==> src/rtl/booth_seq_multiplier.sv <==
// Sequential radix-4 Booth multiplier: signed WIDTH x WIDTH -> 2*WIDTH product,
// one bit-pair retired per cycle, start/busy/done handshake.
module booth_seq_multiplier #(
    parameter int unsigned WIDTH = 32
) (
    input  logic             clock,
    input  logic             clear,
    input  logic             start,
    input  logic [WIDTH-1:0] M,
    input  logic [WIDTH-1:0] Q,
    output logic             busy,
    output logic             done,
    output logic [WIDTH-1:0] hi,
    output logic [WIDTH-1:0] lo
);
    localparam int unsigned Iters = WIDTH / 2;
    localparam int unsigned CntW  = $clog2(Iters + 1);
    localparam logic [CntW-1:0] LastCnt = CntW'(Iters - 1);

    typedef enum logic [1:0] {StIdle, StCalc, StDone} state_e;

    state_e            state_q, state_d;
    logic [CntW-1:0]   count_q, count_d;
    logic [WIDTH+1:0]  acc_q, acc_d;
    logic [WIDTH-1:0]  mcand_q, mcand_d;
    logic [WIDTH-1:0]  mq_q, mq_d;
    logic              prev_q, prev_d;
    logic              busy_q, busy_d;
    logic              done_q, done_d;
    logic [WIDTH-1:0]  hi_q, hi_d;
    logic [WIDTH-1:0]  lo_q, lo_d;

    logic [WIDTH+1:0]   mext;
    logic [WIDTH+1:0]   addend;
    logic [WIDTH+1:0]   sum;
    logic [2*WIDTH+1:0] shifted;
    logic [WIDTH+1:0]   acc_next;
    logic [WIDTH-1:0]   mq_next;

    // One Booth step: recode {q[1], q[0], q[-1]}, add, then arithmetic shift of {acc, mq} by 2.
    always_comb begin
        mext   = {{2{mcand_q[WIDTH-1]}}, mcand_q};
        addend = '0;
        unique case ({mq_q[1:0], prev_q})
            3'b001, 3'b010: addend = mext;
            3'b011:         addend = mext << 1;
            3'b100:         addend = -(mext << 1);
            3'b101, 3'b110: addend = -mext;
            default:        addend = '0;
        endcase
        sum      = acc_q + addend;
        shifted  = {{2{sum[WIDTH+1]}}, sum, mq_q[WIDTH-1:2]};
        acc_next = shifted[2*WIDTH+1:WIDTH];
        mq_next  = shifted[WIDTH-1:0];
    end

    always_comb begin
        state_d = state_q;
        count_d = count_q;
        acc_d   = acc_q;
        mcand_d = mcand_q;
        mq_d    = mq_q;
        prev_d  = prev_q;
        busy_d  = busy_q;
        done_d  = 1'b0;
        hi_d    = hi_q;
        lo_d    = lo_q;
        unique case (state_q)
            StIdle: begin
                if (start) begin
                    state_d = StCalc;
                    mcand_d = M;
                    mq_d    = Q;
                    acc_d   = '0;
                    prev_d  = 1'b0;
                    count_d = '0;
                    busy_d  = 1'b1;
                end
            end
            StCalc: begin
                acc_d   = acc_next;
                mq_d    = mq_next;
                prev_d  = mq_q[1];
                count_d = count_q + 1'b1;
                if (count_q == LastCnt) begin
                    // Product registers change only here, so partial sums are never visible.
                    state_d = StDone;
                    busy_d  = 1'b0;
                    done_d  = 1'b1;
                    hi_d    = acc_next[WIDTH-1:0];
                    lo_d    = mq_next;
                end
            end
            StDone: begin
                state_d = StIdle;
            end
            default: begin
                state_d = StIdle;
                busy_d  = 1'b0;
            end
        endcase
    end

    always_ff @(posedge clock) begin
        if (!clear) begin
            state_q <= StIdle;
            count_q <= '0;
            acc_q   <= '0;
            mcand_q <= '0;
            mq_q    <= '0;
            prev_q  <= 1'b0;
            busy_q  <= 1'b0;
            done_q  <= 1'b0;
            hi_q    <= '0;
            lo_q    <= '0;
        end else begin
            state_q <= state_d;
            count_q <= count_d;
            acc_q   <= acc_d;
            mcand_q <= mcand_d;
            mq_q    <= mq_d;
            prev_q  <= prev_d;
            busy_q  <= busy_d;
            done_q  <= done_d;
            hi_q    <= hi_d;
            lo_q    <= lo_d;
        end
    end

    assign busy = busy_q;
    assign done = done_q;
    assign hi   = hi_q;
    assign lo   = lo_q;

endmodule

==> config.mk <==
export PLATFORM = sky130hd
export DESIGN_NAME = booth_seq_multiplier
export DESIGN_NICKNAME = d
export VERILOG_FILES = /design/src/rtl/booth_seq_multiplier.sv
export SDC_FILE = /design/constraint.sdc
export NUM_CORES = 1
export LEC_CHECK = 0
export BUFFER_PORTS_ARGS = -buffer_cell sky130_fd_sc_hd__buf_4
export CAP_MARGIN = 25
export CELL_PAD_IN_SITES_DETAIL_PLACEMENT = 1
export CELL_PAD_IN_SITES_GLOBAL_PLACEMENT = 1
export CORE_MARGIN = 4
export CORE_UTILIZATION = 38
export CTS_CLUSTER_SIZE = 16
export DETAILED_ROUTE_END_ITERATION = 10
export PLACE_DENSITY_LB_ADDON = 0.1
export RECOVER_POWER = 100
export SETUP_SLACK_MARGIN = 0.4
export SYNTH_ARGS = -nofsm -noshare
export SYNTH_HDL_FRONTEND = slang
export SYNTH_SLANG_ARGS = --single-unit
==> constraint.sdc <==
create_clock -name clock -period 4.47 [get_ports clock]
set_input_delay 0.447 -clock clock [delete_from_list [all_inputs] [get_ports clock]]
set_output_delay 0.447 -clock clock [all_outputs]
set_load 0.03 [all_outputs]
==> reports/results.tsv <==
metric	value	unit
Yosys top cell area share	34.1	%
Design Power	0.00440	W
Post-DP Area	11700	sq um
number of remaining DRC errors	0	
Chip Width	170	um
Syn Area/Cell	7.36	sq um
Cell Chain, Critical Path	or4_4 -> nand3b_4 -> or2_4 -> nor3_4 -> a21oi_2 -> xor2_1 -> a221oi_2 -> a31oi_1 -> ha_1 -> a211oi_2 -> o211ai_1 -> a221o_1 -> a22oi_2 -> a21oi_4 -> o31a_1 -> o31ai_2	
Placeable Area	26000	sq um
CP max-delay cell	or4_4	
Worst Reg-to-Reg Cells	16	
Post-Syn Area	9990	sq um
path type of the worst min-delay path	primary input to flop	
largest net degree at the start of global routing	79	
# IOs	133	
post-layout util	49.4	%
CP max stage delay	0.52	ns
layout net count	1619	
fin area	12800	sq um
vias in the first global route	10802	
gr usage total	24.2	%
mean number of vias per cell	5.62	
die area	29000	sq um
CP Capture Type	flop	
top post-synthesis cells by area	dfxtp_1 (34%), nand2_1 (12%), a21oi_1 (7.4%), ha_1 (4.5%), nor2_1 (4.4%)	
Worst VDD drop	0.000245	V
Slew @ Worst Pin	2.23	ns
Worst Hold Path Cells	3	
Port-buffer cells	132	
CTS max path bufs	2	
starting density of the core	38.5	%
outcome	finished with violations	
H-Tree Level Count	4	
Max Fclk	231	MHz
detailed placement HPWL	25000	um
CTS sink cnt	170	
Layout area overhead	28.4	%
clock buffer count from CTS	17	
failing checks	max-capacitance violations, max-slew violations	
final period utilization	96.8	%
Core Rows	59	
total wire length	36500	um
Final ANT Viol Nets	0	
unrepaired setup endpoints after global routing	true	
Max Slew Vio Count	151	
CP required	4.81	ns
yosys warns	0	
Synth Flop Type	dfxtp_1	
Syn Inst Count	1357	
# diodes	0	
clk slew on worst S/H paths	0.08	ns
CP Launch Type	flop	
grt ovf	0	
CTS tree	done	
#FFs+latches synth	170	
Final Hold Vio Count	0	
Slew HR	-48.8	%
Root Buffer	clkbuf_16	
DRT iter0 DRCs	516	
first-pass iteration count of the detailed router	5	
kind of critical path	flop to flop	
Worst EP arrival	4.66	ns
Fillers	3186	
Synth async-reset ratio	0	%
antenna violations before repair	0	
Die Ht	170	um
first-pass GRT wire length	57000	um
Post-synth EDFFs	0	
Clock Skews	0.0222	ns
maxcap violations	4	
Critical path buffers and inverters	0	
worst hold slack	0.250	ns
Setup-failing EPs final	0	
post-synthesis cell type count	66	
worst skew pair latency	0.44	ns
CP Max Fanout	5	
Pleak	4.99	nW
Sum Neg Setup Slack	0	ns
P per Cell Area	343	nW/um^2
syn nets	1461	
global placer's final weighted congestion	0.934	
post-synth top area cell	dfxtp_1	
Seq/Total Area, Yosys	34.1	%
share of layout cells above drive strength 1	21.9	%
delay-heaviest family, CP	compound AO/OA/AOI/OAI gates	
crit path time final	4.33	ns
Crit path depth	16	
routed via count	10466	
Wirelength per Cell	19.6	um
[area by class of cell]
type                    count  area, sq um  share of cell area, %
clock buffers              17          425                   3.32
clock inverters            15          175                   1.37
well taps                 335          419                   3.27
flip-flops and latches    170         3410                   26.6
multi-input cells        1066         6740                   52.5
repair buffers            244         1600                   12.4
inverters                  16         65.1                  0.507
[synthesized netlist by cell type, drive strengths merged, types with 3 or more instances]
cell	count
a21o	20
o211ai	5
a211oi	9
nand2	331
o31ai	3
o21a	6
xnor2	47
nand3b	4
a221o	7
or4	8
nor2	117
nand3	32
nand4	7
a22o	6
inv	14
buf	16
and3	6
a311oi	33
a221oi	20
a21boi	4
nand2b	10
ha	36
nand4b	6
o21ai	58
a22oi	7
clkbuf	89
o21bai	3
a31oi	22
nor3	21
a21oi	148
nor4	6
xor2	30
mux2i	9
o221ai	3
or2	9
and2	3
dfxtp	170
or3	9
[metal layers]
layer / part of all wire [%] / up-vias / routed length (um) / global-route usage (%)
met4: 3.9 / 0 / 1440 / 9.58
met1: 41 / 5114 / 15100 / 29.0
li1: - / 5071 / - / -
met5: 0 / - / 0 / 0
met3: 3.6 / 68 / 1310 / 3.62
met2: 51 / 213 / 18600 / 43.5
[final timing paths]
kind	start	endpoint	slack (ns)
min reg2reg	count_q[3]$_SDFFE_PN0P_	count_q[3]$_SDFFE_PN0P_	0.46
max	mcand_q[1]$_SDFFE_PN0P_	acc_q[30]$_SDFFE_PN0P_	0.14
max reg2reg	mcand_q[1]$_SDFFE_PN0P_	acc_q[30]$_SDFFE_PN0P_	0.14
min	M[3]	mcand_q[3]$_SDFFE_PN0P_	0.25
[logic make-up after synthesis]
group	after synthesis	synth area share, %
AO/OA/AOI/OAI	364	23.2
XOR/XNOR	77	6.75
AND/OR/NAND/NOR	578	25.6
adder cells (fa/ha/maj)	37	4.71
multiplexers	10	1.01
flip-flops	170	34.1
buffers and inverters	121	4.75
[layout by cell type, fill, tap and decap left out, drive strengths merged, types with 8 or more instances in the layout]
master	count
a311oi	33
inv	21
xor2	30
clkbuf	91
mux2i	9
buf	170
or2	9
nor2	117
a21oi	148
a21o	20
a211oi	9
ha	36
o21ai	58
or3	9
xnor2	47
nand3	32
nor3	21
or4	8
clkinv	10
nand2	331
nand2b	10
dfxtp	170
a221oi	20
a31oi	22
[worst register-to-register path, cell delays in order, from the launching register on]
cell	delay, ns
dfxtp_4	0.37
or4_4	0.52
nand3b_4	0.20
or2_4	0.28
nor3_4	0.23
a21oi_2	0.09
xor2_1	0.17
a221oi_2	0.26
a31oi_1	0.09
ha_1	0.35
a211oi_2	0.23
o211ai_1	0.12
a221o_1	0.35
a22oi_2	0.28
a21oi_4	0.12
o31a_1	0.31
o31ai_2	0.25
[flip-flops by register name, summed over array words and instances (netlist names)]
| signal | flops |
|---|---|
| acc_q | 32 |
| busy | 1 |
| count_q | 5 |
| done | 1 |
| hi | 32 |
| lo | 32 |
| mcand_q | 32 |
| mq_q | 32 |
| prev_q | 1 |
| state_q | 2 |
[timing repair]
item	4_1_cts	5_1_grt
resized for setup	50	92
hold buffers	0	0
setup endpoints to repair	30	45
setup buffers	23	15
pin swaps	42	54
hold endpoints to repair	0	0
[per-stage QoR]
| step | instances | setup WS (ns) |
|---|---|---|
| 2_1_floorplan | 1357 | 0.290 |
| 3_3_place_gp | 1793 | 0.166 |
| 3_5_place_dp | 1793 | 0.0866 |
| 4_1_cts | 1848 | 0.196 |
| 5_1_grt | 1863 | -0.0446 |
| 6_report | 1863 | 0.145 |
[where the power goes]
| group | total (W) | switching (W) | internal (W) |
|---|---|---|---|
| combinational | 0.00120 | 0.000707 | 0.000497 |
| clock | 0.00154 | 0.000785 | 0.000760 |
| sequential | 0.00165 | 0.0000686 | 0.00158 |
| total | 0.00440 | 0.00156 | 0.00284 |
Note: power is estimated with default switching activity, not from simulation.
